<file path="src/rtl/ovl_window_arb_ctrl.sv">
// Round-robin write-channel arbiter that frames each grant as a
// start/window/end transaction with a per-beat ack watchdog.
module ovl_window_arb_ctrl #(
  parameter int NUM_REQ = 4,
  parameter int LEN_W   = 4,
  parameter int TIMEOUT = 16
) (
  input  logic                     clk,
  input  logic                     rst,
  input  logic [NUM_REQ-1:0]       req,
  input  logic [NUM_REQ*LEN_W-1:0] req_len,
  input  logic                     wr_ack,
  output logic [NUM_REQ-1:0]       gnt,
  output logic                     start_event,
  output logic                     window,
  output logic                     end_event,
  output logic                     wr_val,
  output logic                     wr_done,
  output logic                     err
);

  localparam int IDX_W = $clog2(NUM_REQ);
  localparam int WD_W  = $clog2(TIMEOUT);

  typedef enum logic [1:0] {
    IDLE,
    START,
    XFER,
    DONE
  } state_t;

  state_t             state;
  logic [IDX_W-1:0]   win;
  logic [IDX_W-1:0]   rr_ptr;
  logic [IDX_W-1:0]   pick;
  logic               found;
  logic [LEN_W-1:0]   pick_len;
  logic [LEN_W:0]     cnt;
  logic [WD_W-1:0]    wd;
  logic               abort;

  // Rotating priority search starting at rr_ptr
  always_comb begin
    int idx;
    pick  = '0;
    found = 1'b0;
    idx   = 0;
    for (int i = 0; i < NUM_REQ; i++) begin
      idx = int'(rr_ptr) + i;
      if (idx >= NUM_REQ) idx = idx - NUM_REQ;
      if (!found && req[idx]) begin
        found = 1'b1;
        pick  = IDX_W'(idx);
      end
    end
  end

  assign pick_len = req_len[pick*LEN_W +: LEN_W];

  always_ff @(posedge clk) begin
    if (rst) begin
      state  <= IDLE;
      win    <= '0;
      rr_ptr <= '0;
      cnt    <= '0;
      wd     <= '0;
      abort  <= 1'b0;
    end else begin
      unique case (state)
        IDLE: begin
          if (found) begin
            win   <= pick;
            cnt   <= {1'b0, pick_len} + 1'b1;
            wd    <= '0;
            abort <= 1'b0;
            state <= START;
          end
        end
        START: state <= XFER;
        XFER: begin
          if (wr_ack) begin
            cnt <= cnt - 1'b1;
            wd  <= '0;
            if (cnt == (LEN_W+1)'(1)) state <= DONE;
          end else if (wd == WD_W'(TIMEOUT-1)) begin
            abort <= 1'b1;
            state <= DONE;
          end else begin
            wd <= wd + 1'b1;
          end
        end
        DONE: begin
          if (win == IDX_W'(NUM_REQ-1)) rr_ptr <= '0;
          else rr_ptr <= win + 1'b1;
          state <= IDLE;
        end
        default: state <= IDLE;
      endcase
    end
  end

  always_comb begin
    gnt = '0;
    if (state != IDLE) gnt[win] = 1'b1;
  end

  assign start_event = (state == START);
  assign window      = (state == XFER) || (state == DONE);
  assign end_event   = (state == DONE);
  assign wr_val      = (state == XFER);
  assign wr_done     = (state == DONE) && !abort;
  assign err         = (state == DONE) && abort;

endmodule

</file>
<file path="config.mk">
export PLATFORM = sky130hd
export DESIGN_NAME = ovl_window_arb_ctrl
export DESIGN_NICKNAME = d
export VERILOG_FILES = /design/src/rtl/ovl_window_arb_ctrl.sv
export SDC_FILE = /design/constraint.sdc
export NUM_CORES = 1
export LEC_CHECK = 0
export ABC_AREA = 1
export CAP_MARGIN = 25
export CORE_ASPECT_RATIO = 1.25
export CORE_MARGIN = 1
export CORE_UTILIZATION = 44
export CTS_CLUSTER_SIZE = 16
export DETAILED_ROUTE_END_ITERATION = 10
export GPL_TIMING_DRIVEN = 0
export PLACE_DENSITY = 0.68
export SETUP_SLACK_MARGIN = 0.3
export SYNTH_ARGS = -nofsm -noshare
export SYNTH_HDL_FRONTEND = slang
export SYNTH_SLANG_ARGS = --single-unit
</file>
<file path="constraint.sdc">
create_clock -name clk -period 2.3 [get_ports clk]
set_input_delay 0.46 -clock clk [delete_from_list [all_inputs] [get_ports clk]]
set_output_delay 0.46 -clock clk [all_outputs]
set_load 0.005 [all_outputs]
</file>
Yosys cells after proc, flatten, opt, wreduce, memory -nomap -nowiden
Index checks and enable logic that the tools add are counted.
Widths: inputs -> output; s select.
{"block": "totals", "word_cells": 104, "regBits": 16, "inputBits": 23, "output_inout_bits": 10}
{"block": "classes", "n_shift": 1, "mux": 44, "order_cmp": 10, "n_reduce_logical": 19, "n_eq_ne": 13, "addsub": 11}
{"op": "$lt 32x4->1 const B", "count": 4}
{"op": "$mux 32", "count": 4}
{"op": "$mux 2", "count": 9}
{"op": "$mux 1", "count": 16}
{"op": "$mux 4", "count": 4}
{"op": "$shiftx 16x5->4", "count": 1}
{"op": "$sub 3x3->4 const B", "count": 3}
{"op": "$mux 5", "count": 2}
{"op": "$pmux 5 s2", "count": 1}
{"op": "$ge 3x3->1 const B", "count": 3}
{"op": "$reduce_and 3->1", "count": 3}
{"op": "$bmux 1 s2", "count": 4}
{"op": "$pmux 2 s4", "count": 1}
{"op": "$pmux 4 s2", "count": 1}
{"op": "$add 2x2->3 const B", "count": 2}
{"op": "$eq 2x2->1 const B", "count": 3}
{"op": "$logic_and 1x1->1", "count": 6}
{"op": "$ne 2x2->1 const B", "count": 3}
{"op": "$ne 3x2->1 const B", "count": 2}
{"op": "$add 4x1->5 const B", "count": 1}
{"op": "$eq 5x1->1 const B", "count": 1}
{"op": "$sub 5x1->5 const B", "count": 1}
{"op": "$add 4x1->4 const B", "count": 1}
{"op": "$eq 4x4->1 const B", "count": 1}
{"op": "17 further kinds", "count": 21}

Logic depth before layout (Yosys ltp)
{"block": "depth", "depth_word": 19, "ltp_mapped": 19, "mapped_depth_nobuf": 19}

Worst setup path before layout
Ideal clock, no wire load.
{"block": "synth_path", "path_kind": "in2reg", "startpoint": "input port req[3]", "endpoint": "register cnt[4]", "t_arrival_ps": 1935, "path_slack_ps": 248, "setup_time_ps": 117, "required_time_ps": 2183, "path_buffers": 0, "cell_stages": 18, "path_cell_list": "inv_1 nand2_1 nand2_1 nand2_1 nand2_1 a21oi_1 nand2_2 nand2_4 nand2_1 nand3_1 nand2_2 ha_1 inv_1 nor2_1 nand2_1 nor2_1 nor3_1 nor2_1"}
{"block": "synth_between", "elab_chain_len": 17, "word_cells_on_any_way": 32, "classes_between": "add/sub: 1; eq/ne: 1; shift: 1; mux: 22; reduce/logical: 7"}
{"element": "start: declaration", "line": "10", "source": "input logic [NUM_REQ-1:0] req,"}
{"element": "$bmux 1 s2", "line": "51", "source": "if (!found && req[idx]) begin"}
{"element": "$mux 1 (not written as such) (2 in series)", "line": "51"}
{"element": "$mux 1", "line": "51"}
{"element": "$logic_not 1->1", "line": "51"}
{"element": "$logic_and 1x1->1", "line": "51"}
{"element": "$mux 1", "line": "51"}
{"element": "$logic_not 1->1", "line": "51"}
{"element": "$logic_and 1x1->1", "line": "51"}
{"element": "$mux 1", "line": "51"}
{"element": "$logic_not 1->1", "line": "51"}
{"element": "$logic_and 1x1->1", "line": "51"}
{"element": "$mux 2", "line": "51"}
{"element": "$shiftx 16x5->4", "line": "58", "source": "assign pick_len = req_len[pick*LEN_W +: LEN_W];"}
{"element": "$add 4x1->5", "line": "73", "source": "cnt <= {1'b0, pick_len} + 1'b1;"}
{"element": "$mux 5", "line": "71", "source": "if (found) begin"}
{"element": "$pmux 5 s2", "line": "69", "source": "unique case (state)"}
{"element": "end signal: assignment", "line": "73"}
{"element": "end signal: assignment", "line": "82", "source": "cnt <= cnt - 1'b1;"}
{"element": "end: declaration", "line": "38", "source": "logic [LEN_W:0] cnt;"}
Parallel ways exist; a longest one is shown, timed or not. The select of a mux whose other input is x is not followed.
A chain may end at the register's enable or synchronous reset.

Final worst setup path
{"block": "layout_path", "startpoint": "register rr_ptr[0]", "endpoint": "register cnt[3]"}
{"block": "layout_between", "elab_chain_len": 19, "word_cells_on_any_way": 47, "classes_between": "add/sub: 8; order compare: 4; eq/ne: 1; shift: 1; mux: 26; reduce/logical: 7"}
{"element": "start: declaration", "line": "34", "source": "logic [IDX_W-1:0] rr_ptr;"}
{"element": "start signal: assignment", "line": "94", "source": "else rr_ptr <= win + 1'b1;"}
{"element": "parallel branches: the longest is 19 deep, another holds $sub 3x3->4"}
Parallel ways; which one is timed is not known. The select of a mux whose other input is x is not followed.

==> impl_metrics.ini <==
[worst_setup_path]
r2r_cells = 16
path_class = reg -> reg
cp.required_ps = 2490
cp_max_fo = 6
start_kind = flip-flop
arrival_ps = 2340
end_kind = flip-flop

[clock_tree]
cts_max_level = 1
clockBufferDepth = 2
path_clk_slew_ps = 60
cts.sinks = 16
cts_made_buffers = 3
cts_tree = yes
clock_latency_ps = 250
root_buffer = clkbuf_8

[power_and_ir_drop]
total_power_mw = 3.078
p_per_area_nw_per_um2 = 1220
p_leak_nw = 1.165
ir_drop_uv = 902.6

[global_route]
overflow = 0
track_usage = 0.2134
grt_pass1_wl_mm = 6.844
grt_max_degree = 11
antenna_found_initial = 0
grt_pass1_vias = 1687

[timing]
slew_headroom = 0.6663
clock.fmax_mhz = 464.5
fin_crit_sh = 0.9361
rsz0062_at_grt = true
slew_violations = 0
period_needed_ps = 2153
hold_viol_final = 0
finalSetupViolCount = 0
skew_ps = 1.988
worst_pin_slew_ps = 500.5

[logic_synthesis]
synth_top_area_share = 0.1954
yosysWarnings = 0
synth_compound_area_frac = 0.1374
post_synth_and_or_nand_nor_area_fraction = 0.4519
synth-edff-count = 0
synth_area_leaders = dfxtp_1 20%, nand2_1 11%, ha_1 9.2%, inv_1 9.2%, nand2_4 6.2%
yosysSeqAreaShare = 0.1954
syn_area_um2 = 1639
synth.distinct_cells = 32
avgSynthCellArea_um2 = 6.718
synth_top_cell_by_area = dfxtp_1
synthesis.nets = 279
synth_adder_area_share = 0.09160
synthCells = 244
ys_ff_latch = 16
synth_top_family_by_area = simple AND/OR/NAND/NOR gates
synth_flop_cell = dfxtp_1
yosys.area_share.xor_xnor = 0
synthArstFlopShare = 0
synthMuxAreaShare = 0

[layout]
area_growth_pct = 53.89
final_util = 0.7179
final_nets = 334
nFillCells = 288
layout.area.seq_um2 = 335.3
drive_gt1_frac = 0.3993
multi_input_area_um2 = 1380
design_area_um2 = 2522
num_antenna_cells = 0

[floorplan]
dieWidth_um = 56.59
dieHeight_um = 70.24
num_rows = 24
num_io_pins = 33
die-area_um2 = 3975
initial_utilization = 0.4665
coreArea_um2 = 3513

[worst_hold_path]
hold-path-cell-count = 2
hp-class = reg -> reg

[route]
dr.first_iter.drc_count = 72
drt-pass1-iter-count = 4
drc_errors = 0
ant_nets = 0
wirelength_mm = 4.370
num_vias = 1742
viasPerCell = 5.169
routedWlPerCell_um = 12.97

[flow_run]
drv_cap = 0

[place]
post_dp_cell_area_um2 = 2023
portBuffers = 31
gp_congestion = 0.8294
dp_hpwl_mm = 2.887

[outcome]
status = finished clean
==> Yosys cell counts (2+ instances only) <==
master / instances
nor2_1: 15
nand2_1: 47
nand3b_1: 6
o21ai_0: 14
nand3_2: 9
a21oi_2: 2
nand3_1: 13
clkbuf_1: 2
a31oi_1: 2
nand4_1: 3
nor3_1: 4
dfxtp_1: 16
inv_2: 9
or2_2: 2
a21oi_1: 12
nand2_2: 14
nand2_4: 9
ha_1: 12
inv_1: 40
==> metal layers <==
layer,vias up,GRT usage,share of wire
li1,886,-,-
met1,811,0.2306,0.39
met2,34,0.4235,0.57
met3,11,0.01667,0.020
met4,0,0.06504,0.019
met5,-,0,0
==> power by group <==
part | switching (mW) | total [mW] | internal, mW | leakage (nW)
clock network | 0.0962 | 0.248 | 0.152 | 0.0288
registers | 0.0920 | 0.457 | 0.365 | 0.134
logic | 1.34 | 2.37 | 1.04 | 1.00
total | 1.53 | 3.08 | 1.55 | 1.16
==> cells in the final DEF, fill, tap and decap left out, types with 2 or more instances in the layout <==
cell | synthesis | layout
nand3_2 | 9 | 8
nor3_1 | 4 | 3
buf_4 | 0 | 15
dfxtp_1 | 16 | 12
inv_1 | 40 | 31
nand3_4 | 1 | 7
clkdlybuf4s50_1 | 0 | 24
clkbuf_8 | 0 | 4
nand3b_1 | 6 | 6
nand2_4 | 9 | 8
nor2_1 | 15 | 10
inv_4 | 0 | 4
nand4_1 | 3 | 3
nor2_2 | 1 | 4
nand2_2 | 14 | 23
dlymetal6s2s_1 | 0 | 3
o21ai_0 | 14 | 14
a21oi_1 | 12 | 11
nand3_1 | 13 | 8
or2_2 | 2 | 2
nand2_8 | 0 | 5
clkbuf_1 | 2 | 2
inv_2 | 9 | 14
dfxtp_4 | 0 | 4
nor2_4 | 1 | 3
ha_4 | 0 | 4
a21oi_2 | 2 | 3
ha_1 | 12 | 8
clkdlybuf4s15_1 | 0 | 4
nand2_1 | 47 | 35
==> state kept, by name, indices dropped and copies added, names as in the netlist <==
signal	flops
abort	1
rr_ptr	2
wd	4
cnt	5
state	2
win	2
==> final timing paths <==
check,start,to,slack (ps)
worst min-delay path,abort$_SDFFE_PP0P_,abort$_SDFFE_PP0P_,480
worst max register to register,rr_ptr[0]$_SDFFE_PP0P_,cnt[3]$_SDFFE_PP0P_,150
worst min register to register,abort$_SDFFE_PP0P_,abort$_SDFFE_PP0P_,480
worst max-delay path,rr_ptr[0]$_SDFFE_PP0P_,cnt[3]$_SDFFE_PP0P_,150
==> area by class of cell <==
cell class,instances,share of cell area
clock buffer,4,0.02183
buffer,3,0.008929
sequential,16,0.1329
tap,39,0.01935
timing repair buffer,49,0.1930
inverter,49,0.07688
multi-input combinational,177,0.5471
==> worst max-delay path, stage by stage (launching register included) <==
cell and delay [ps]:
dfxtp_4 370, clkbuf_16 160, nand2_8 70, nand2_8 70, nand2_2 80, nand2_2 90, a21oi_2 190, nand2_4 120
buf_6 150, buf_4 120, nand3b_1 120, nand3_4 100, nand2_4 90, nand3_2 80, nand2_2 70, nand3_2 80
a21oi_2 140
==> per-stage QoR <==
step | setup TNS, ps | setup slack, ps | hold WS [ps] | instances
3_5_place_dp | -1567 | -487.7 | 474.5 | 314
3_3_place_gp | -1507 | -492.9 | 471.7 | 314
5_1_grt | 0 | 24.43 | 501.8 | 337
4_1_cts | 0 | 145.0 | 484.3 | 331
6_report | 0 | 147.0 | 480.7 | 337
2_1_floorplan | 0 | 265.0 | 452.3 | 244
==> repair_timing <==
| item | 4_1_cts | 5_1_grt |
|---|---|---|
| pin swaps | 26 | 21 |
| gates cloned | 1 | 1 |
| setup buffers | 12 | 5 |
| gates resized for setup | 33 | 45 |
| hold buffers | 0 | 0 |
| endpoints found under the setup margin | 15 | 17 |
==> cell families after synthesis <==
family,count (synthesis)
AO/OA/AOI/OAI,37
adder cells (fa/ha/maj),12
buffers and inverters,52
flip-flops,16
AND/OR/NAND/NOR,127
(Power assumes the default switching activity.)
